**src/rtl/ioctl_loader_pkg.sv**
```systemverilog
// Shared types and constants for the ioctl download loader.
package ioctl_loader_pkg;

  // Loader control states.
  typedef enum logic [1:0] {
    IDLE,
    LOAD,
    DRAIN,
    DONE
  } loader_state_t;

  // ioctl_index used by the HPS for the ROM BIOS image.
  localparam logic [7:0] IOCTL_IDX_ROMBIOS = 8'h00;

  // Exchange the two bytes of a 16-bit word.
  function automatic logic [15:0] byte_swap(input logic [15:0] w);
    return {w[7:0], w[15:8]};
  endfunction

endpackage

```
**src/rtl/ioctl_fifo.sv**
```systemverilog
// Small synchronous FIFO with occupancy count; depth must be a power of two.
module ioctl_fifo #(
  parameter int unsigned Width = 41,
  parameter int unsigned Depth = 4,
  localparam int unsigned PtrW = $clog2(Depth),
  localparam int unsigned CntW = PtrW + 1
) (
  input  logic             clk_sys,
  input  logic             reset_n,
  input  logic             push,
  input  logic             pop,
  input  logic [Width-1:0] din,
  output logic [Width-1:0] dout,
  output logic [CntW-1:0]  count,
  output logic             full,
  output logic             empty
);

  logic [Width-1:0] mem_q [Depth];
  logic [PtrW-1:0]  wr_ptr_q, wr_ptr_d;
  logic [PtrW-1:0]  rd_ptr_q, rd_ptr_d;
  logic [CntW-1:0]  count_q, count_d;
  logic             push_ok, pop_ok;

  // Pointer and occupancy update; pushes to a full FIFO are discarded.
  always_comb begin
    push_ok  = push && !full;
    pop_ok   = pop && !empty;
    wr_ptr_d = wr_ptr_q + PtrW'(push_ok);
    rd_ptr_d = rd_ptr_q + PtrW'(pop_ok);
    count_d  = count_q + CntW'(push_ok) - CntW'(pop_ok);
  end

  // Control state register.
  always_ff @(posedge clk_sys or negedge reset_n) begin
    if (!reset_n) begin
      wr_ptr_q <= '0;
      rd_ptr_q <= '0;
      count_q  <= '0;
    end else begin
      wr_ptr_q <= wr_ptr_d;
      rd_ptr_q <= rd_ptr_d;
      count_q  <= count_d;
    end
  end

  // Storage array; contents are don't-care once the pointers are reset.
  always_ff @(posedge clk_sys) begin
    if (push_ok) begin
      mem_q[wr_ptr_q] <= din;
    end
  end

  assign dout  = mem_q[rd_ptr_q];
  assign count = count_q;
  assign full  = (count_q == CntW'(Depth));
  assign empty = (count_q == '0);

endmodule

```
**src/rtl/ioctl_loader.sv**
```systemverilog
// Receives the HPS ioctl download stream, buffers words and writes them to SDRAM.
module ioctl_loader
  import ioctl_loader_pkg::*;
#(
  parameter int unsigned       ADDR_W     = 25,
  parameter logic [7:0]        LOAD_INDEX = IOCTL_IDX_ROMBIOS,
  parameter logic [ADDR_W-1:0] BASE_ADDR  = '0,
  parameter int unsigned       FIFO_DEPTH = 4
) (
  input  logic              clk_sys,
  input  logic              reset_n,
  input  logic              ioctl_download,
  input  logic [7:0]        ioctl_index,
  input  logic              ioctl_wr,
  input  logic [ADDR_W-1:0] ioctl_addr,
  input  logic [15:0]       ioctl_dout,
  output logic              ioctl_wait,
  input  logic              swap,
  output logic              mem_req,
  output logic [ADDR_W-1:0] mem_addr,
  output logic [15:0]       mem_wdata,
  input  logic              mem_ack,
  output logic              loading,
  output logic              done,
  output logic              overflow,
  output logic [ADDR_W-1:0] word_count
);

  localparam int unsigned EntryW = ADDR_W + 16;
  localparam int unsigned CntW   = $clog2(FIFO_DEPTH) + 1;

  loader_state_t     state_q, state_d;
  logic              swap_q, swap_d;
  logic              overflow_q, overflow_d;
  logic              wait_q, wait_d;
  logic              mem_req_q, mem_req_d;
  logic [ADDR_W-1:0] mem_addr_q, mem_addr_d;
  logic [15:0]       mem_wdata_q, mem_wdata_d;
  logic [ADDR_W-1:0] word_count_q, word_count_d;

  logic              fifo_push, fifo_pop, fifo_full, fifo_empty;
  logic [EntryW-1:0] fifo_din, fifo_dout;
  logic [CntW-1:0]   fifo_count, count_next;
  logic [ADDR_W-1:0] wr_addr;
  logic [15:0]       wr_data;

  // Only the word address matters; the byte lane bit is dropped.
  logic unused_addr_lsb;
  assign unused_addr_lsb = ioctl_addr[0];

  ioctl_fifo #(
    .Width (EntryW),
    .Depth (FIFO_DEPTH)
  ) u_fifo (
    .clk_sys (clk_sys),
    .reset_n (reset_n),
    .push    (fifo_push),
    .pop     (fifo_pop),
    .din     (fifo_din),
    .dout    (fifo_dout),
    .count   (fifo_count),
    .full    (fifo_full),
    .empty   (fifo_empty)
  );

  // Incoming word formatting, FIFO strobes and post-cycle occupancy.
  always_comb begin
    wr_data    = swap_q ? byte_swap(ioctl_dout) : ioctl_dout;
    wr_addr    = BASE_ADDR + {ioctl_addr[ADDR_W-1:1], 1'b0};
    fifo_din   = {wr_addr, wr_data};
    fifo_push  = (state_q == LOAD) && ioctl_wr && !fifo_full;
    // An ack with no request outstanding is ignored.
    fifo_pop   = mem_req_q && mem_ack;
    count_next = fifo_count + CntW'(fifo_push) - CntW'(fifo_pop);
    // Raised one word early so a write already in flight still fits.
    wait_d     = (count_next >= CntW'(FIFO_DEPTH - 1));
  end

  // Memory request handshake: load head entry, hold until ack, then idle a cycle.
  always_comb begin
    mem_req_d   = mem_req_q;
    mem_addr_d  = mem_addr_q;
    mem_wdata_d = mem_wdata_q;
    if (mem_req_q) begin
      if (mem_ack) begin
        mem_req_d = 1'b0;
      end
    end else if (!fifo_empty) begin
      mem_req_d                 = 1'b1;
      {mem_addr_d, mem_wdata_d} = fifo_dout;
    end
  end

  // Loader FSM next state plus per-load bookkeeping (swap, overflow, word count).
  always_comb begin
    state_d      = state_q;
    swap_d       = swap_q;
    overflow_d   = overflow_q;
    word_count_d = word_count_q;
    if (fifo_pop) begin
      word_count_d = word_count_q + 1'b1;
    end
    case (state_q)
      IDLE: begin
        if (ioctl_download && (ioctl_index == LOAD_INDEX)) begin
          state_d      = LOAD;
          swap_d       = swap;
          overflow_d   = 1'b0;
          word_count_d = '0;
        end
      end
      LOAD: begin
        if (ioctl_wr && fifo_full) begin
          overflow_d = 1'b1;
        end
        if (!ioctl_download) begin
          state_d = DRAIN;
        end
      end
      DRAIN: begin
        // Leave as soon as the last ack retires so done follows it directly.
        if ((count_next == '0) && !mem_req_d) begin
          state_d = DONE;
        end
      end
      DONE: begin
        state_d = IDLE;
      end
      default: begin
        state_d = IDLE;
      end
    endcase
  end

  // State and output registers.
  always_ff @(posedge clk_sys or negedge reset_n) begin
    if (!reset_n) begin
      state_q      <= IDLE;
      swap_q       <= 1'b0;
      overflow_q   <= 1'b0;
      wait_q       <= 1'b0;
      mem_req_q    <= 1'b0;
      mem_addr_q   <= '0;
      mem_wdata_q  <= '0;
      word_count_q <= '0;
    end else begin
      state_q      <= state_d;
      swap_q       <= swap_d;
      overflow_q   <= overflow_d;
      wait_q       <= wait_d;
      mem_req_q    <= mem_req_d;
      mem_addr_q   <= mem_addr_d;
      mem_wdata_q  <= mem_wdata_d;
      word_count_q <= word_count_d;
    end
  end

  assign ioctl_wait = wait_q;
  assign mem_req    = mem_req_q;
  assign mem_addr   = mem_addr_q;
  assign mem_wdata  = mem_wdata_q;
  assign loading    = (state_q == LOAD) || (state_q == DRAIN);
  assign done       = (state_q == DONE);
  assign overflow   = overflow_q;
  assign word_count = word_count_q;

endmodule

```
**config.mk**
```make
export PLATFORM = sky130hd
export DESIGN_NAME = ioctl_loader
export DESIGN_NICKNAME = d
export VERILOG_FILES = /design/src/rtl/ioctl_loader_pkg.sv /design/src/rtl/ioctl_fifo.sv /design/src/rtl/ioctl_loader.sv
export SDC_FILE = /design/constraint.sdc
export NUM_CORES = 1
export LEC_CHECK = 0
export CAP_MARGIN = 20
export CORE_ASPECT_RATIO = 1.2
export CORE_MARGIN = 10
export CORE_UTILIZATION = 59
export DETAILED_ROUTE_END_ITERATION = 7
export PLACE_DENSITY_LB_ADDON = 0.2
export SYNTH_ARGS = -nofsm -noshare
export SYNTH_HDL_FRONTEND = slang
export SYNTH_SLANG_ARGS = --single-unit
export TNS_END_PERCENT = 100
```
**constraint.sdc**
```tcl
create_clock -name clk_sys -period 10.1 [get_ports clk_sys]
set_input_delay 1.01 -clock clk_sys [delete_from_list [all_inputs] [get_ports clk_sys]]
set_output_delay 1.01 -clock clk_sys [all_outputs]
set_load 0.1 [all_outputs]
```
==> flow_summary.yaml <==
run_status:
  status: "completed"
global_route:
  busiest_layer: "met2"
  met3_usage_pct: 3.88
  grt_pass1_vias: 5581
  grtUsageMet2_pct: 30.0
  antenna_found_initial: 0
  grt_max_degree: 46
  track_usage_pct: 17.5
  grt_overflow: 0
  grt_pass1_wl_um: 30300
  grt_use_met1_pct: 21.9
clock_network:
  cts_buffer_depth: 3
  post_cts_buffers: 0
  cts_tree: "built"
  cts_resized: 0
  clk_latency_ns: 0.51
  path_clk_slew_ns: 0.06
  cts_num_sinks: 238
  htreeDepth: 1
  cts_made_buffers: 24
  postCtsHoldBufs: 0
  root_buffer: "clkbuf_16"
place:
  gp_congestion: 0.818
  place_area_um2: 11000
  dp_hpwl_um: 11700
  io_buffers: 123
  place_ws_ns: 6.35
  placed_cells: 836
floorplan:
  fp-row-count: 50
  dieWidth_um: 136
  fp.dieH_um: 159
  coreArea_um2: 15800
  ios: 126
  dieArea_um2: 21700
  initial_core_util_pct: 60.6
logic_synthesis:
  synth_fp_nets: 593
  synthFlopType: "edfxtp_1"
  syn-mean-instance-area_um2: 18.2
  synth_edf_count: 160
  synth_common_cells: "edfxtp_1, dfrtp_1, mux2_2"
  synth_top_area_cell: "edfxtp_1"
  synthMuxAreaShare_pct: 16.4
  async_reset_ff_share_pct: 32.8
  synth_cell_types: 51
  synth_seq_cells: 238
  synth_top_family_by_area: "multiplexers"
  synth.most_common_cell: "edfxtp_1"
  synthSimpleGateAreaFrac_pct: 5.50
  yosysSeqAreaShare_pct: 70.8
  synth-compound-area-share_pct: 2.40
  synth_xor_area_share_pct: 1.43
  synth_area_leaders: "edfxtp_1, dfrtp_1, mux4_2, mux2_2, ha_1"
  synth_cells: 525
  netlist.area_leader.share_pct: 50.3
  yosys.area_share.adder_pct: 1.86
  ys_warn_count: 0
  synth_area_um2: 9550
sta:
  fin_skew_ns: 0.00822
  postLayoutSetupSlackWorst_ns: 6.63
  tightest_slew_ns: 1.08
  final.setup.tns_ns: 0
  fmax_mhz: 288
  hold_viol: 0
  fin_crit_sh_pct: 34.4
  layout_min_cycle_time_ns: 3.47
  slew_headroom_pct: 28.1
  rsz0062_at_grt: "no"
  slew_violations: 0
  finalSetupViolCount: 0
final_layout:
  regArea_um2: 6760
  n_antenna_cell: 0
  drive_gt1_share_pct: 23.7
  finish.utilization_pct: 75.1
  syn_to_final_growth_pct: 24.1
  finalNonFillerCells: 882
  nFillCells: 988
  final_nets: 724
  multi_input_area_um2: 2660
  final_area_um2: 11800
route:
  drc: 0
  wirelength_um: 19100
  via_count: 5241
  drt-initial-drc-count: 232
  ant_nets: 0
  viasPerCell: 5.94
  wire_per_inst_um: 21.6
  dr.pass1.iters: 4
setup_path:
  critPathKind: "register to primary output"
  cp-startpoint: "state_q[1]"
  crit_required_ns: 9.09
  cp-start-kind: "register"
  cp-end-kind: "primary output"
  r2r_cells: 10
  arrival_ns: 2.46
  cp_slowest_cell: "clkdlybuf4s50_1"
  slowest_delay_ns: 1.14
  r2r_setup_slack_ns: 7.19
  endpoint: "loading"
  r2r_end: "state_q[1]"
  cp_max_fo: 4
  worstReg2RegStart: "state_q[1]"
  path_cells: "inv_1 > ha_1 > clkdlybuf4s50_1"
power:
  powerDensity_nw_per_um2: 329
  leakagePower_uw: 0.00424
  peakVddDrop_mv: 0.309
run:
  cap_violations: 0
min_path:
  hold_path.class: "primary input to async pin"
## worst min-delay path by stage
| stage | start | slack (ns) | cells after the start | to |
|---|---|---|---|---|
| after global routing | reset_n | 0.49 | 1 | word_count[18] |
| final | reset_n | 0.47 | 1 | word_count[18] |
| after floorplan | u_fifo.rd_ptr_q[0] | 0.48 | 1 | u_fifo.rd_ptr_q[0] |
| after CTS | reset_n | 0.48 | 1 | word_count[18] |
| after global placement | mem_addr[23] | 0.49 | 1 | mem_addr[23] |
| after detailed placement | mem_addr[5] | 0.50 | 1 | mem_addr[5] |
## placed cells by master, fill, tap and decap left out, types with 7 or more instances in the layout
cell type        instances
edfxtp_1               160
clkdlybuf4s50_1        122
dfrtp_1                 76
mux2_2                  58
mux4_2                  40
clkbuf_16               25
a21oi_1                 17
nor2_1                  14
nand2_1                 14
nand3_1                 13
ha_1                    11
xor2_1                   9
o21ai_0                  8
inv_1                    7
nand4_1                  7
buf_4                    7
## per-stage QoR
stage | power (uW) | hold WS [ns]
3_3_place_gp | 2980 | 0.491
5_1_grt | 4050 | 0.490
2_1_floorplan | 2610 | 0.477
3_5_place_dp | 3010 | 0.496
4_1_cts | 3930 | 0.478
6_report | 3890 | 0.468
## logic make-up after synthesis
group,Yosys count
flip-flops,238
multiplexers,99
other,1
XOR/XNOR,14
buffers and inverters,33
AND/OR/NAND/NOR,89
adder cells (fa/ha/maj),13
AO/OA/AOI/OAI,38
## registers in the layout (all words and copies together) (netlist names), 2 cells and up
register / count
mem_addr: 24
mem_wdata: 16
state_q: 2
u_fifo.count: 3
u_fifo.mem_q: 160
u_fifo.rd_ptr_q: 2
u_fifo.wr_ptr_q: 2
word_count: 25
## power breakdown
part	internal, uW	switching [uW]
logic	519	1070
registers	1220	176
clock network	558	349
total	2300	1590
## critical path: cells and delay by family (launching register included)
family / cells / cell delay, ns
buf+inv: 2 / 1.24
flops: 1 / 0.40
fa+ha+maj: 1 / 0.32
## area by class of cell
| type | count | area share, % |
|---|---|---|
| repair buffers | 131 | 11.1 |
| well taps | 208 | 2.20 |
| flip-flops and latches | 238 | 57.1 |
| inverters | 7 | 0.222 |
| multi-input cells | 254 | 22.4 |
| clock inverters | 17 | 1.54 |
| clock buffers | 27 | 5.43 |
## routing by layer
metal / up-vias / share of wire (%) / routed length [um]
met5: - / 0 / 0
li1: 2328 / - / -
met1: 2703 / 39 / 7360
met4: 0 / 1.7 / 318
met2: 180 / 52 / 10000
met3: 30 / 7.3 / 1390
(Power assumes the default switching activity.)
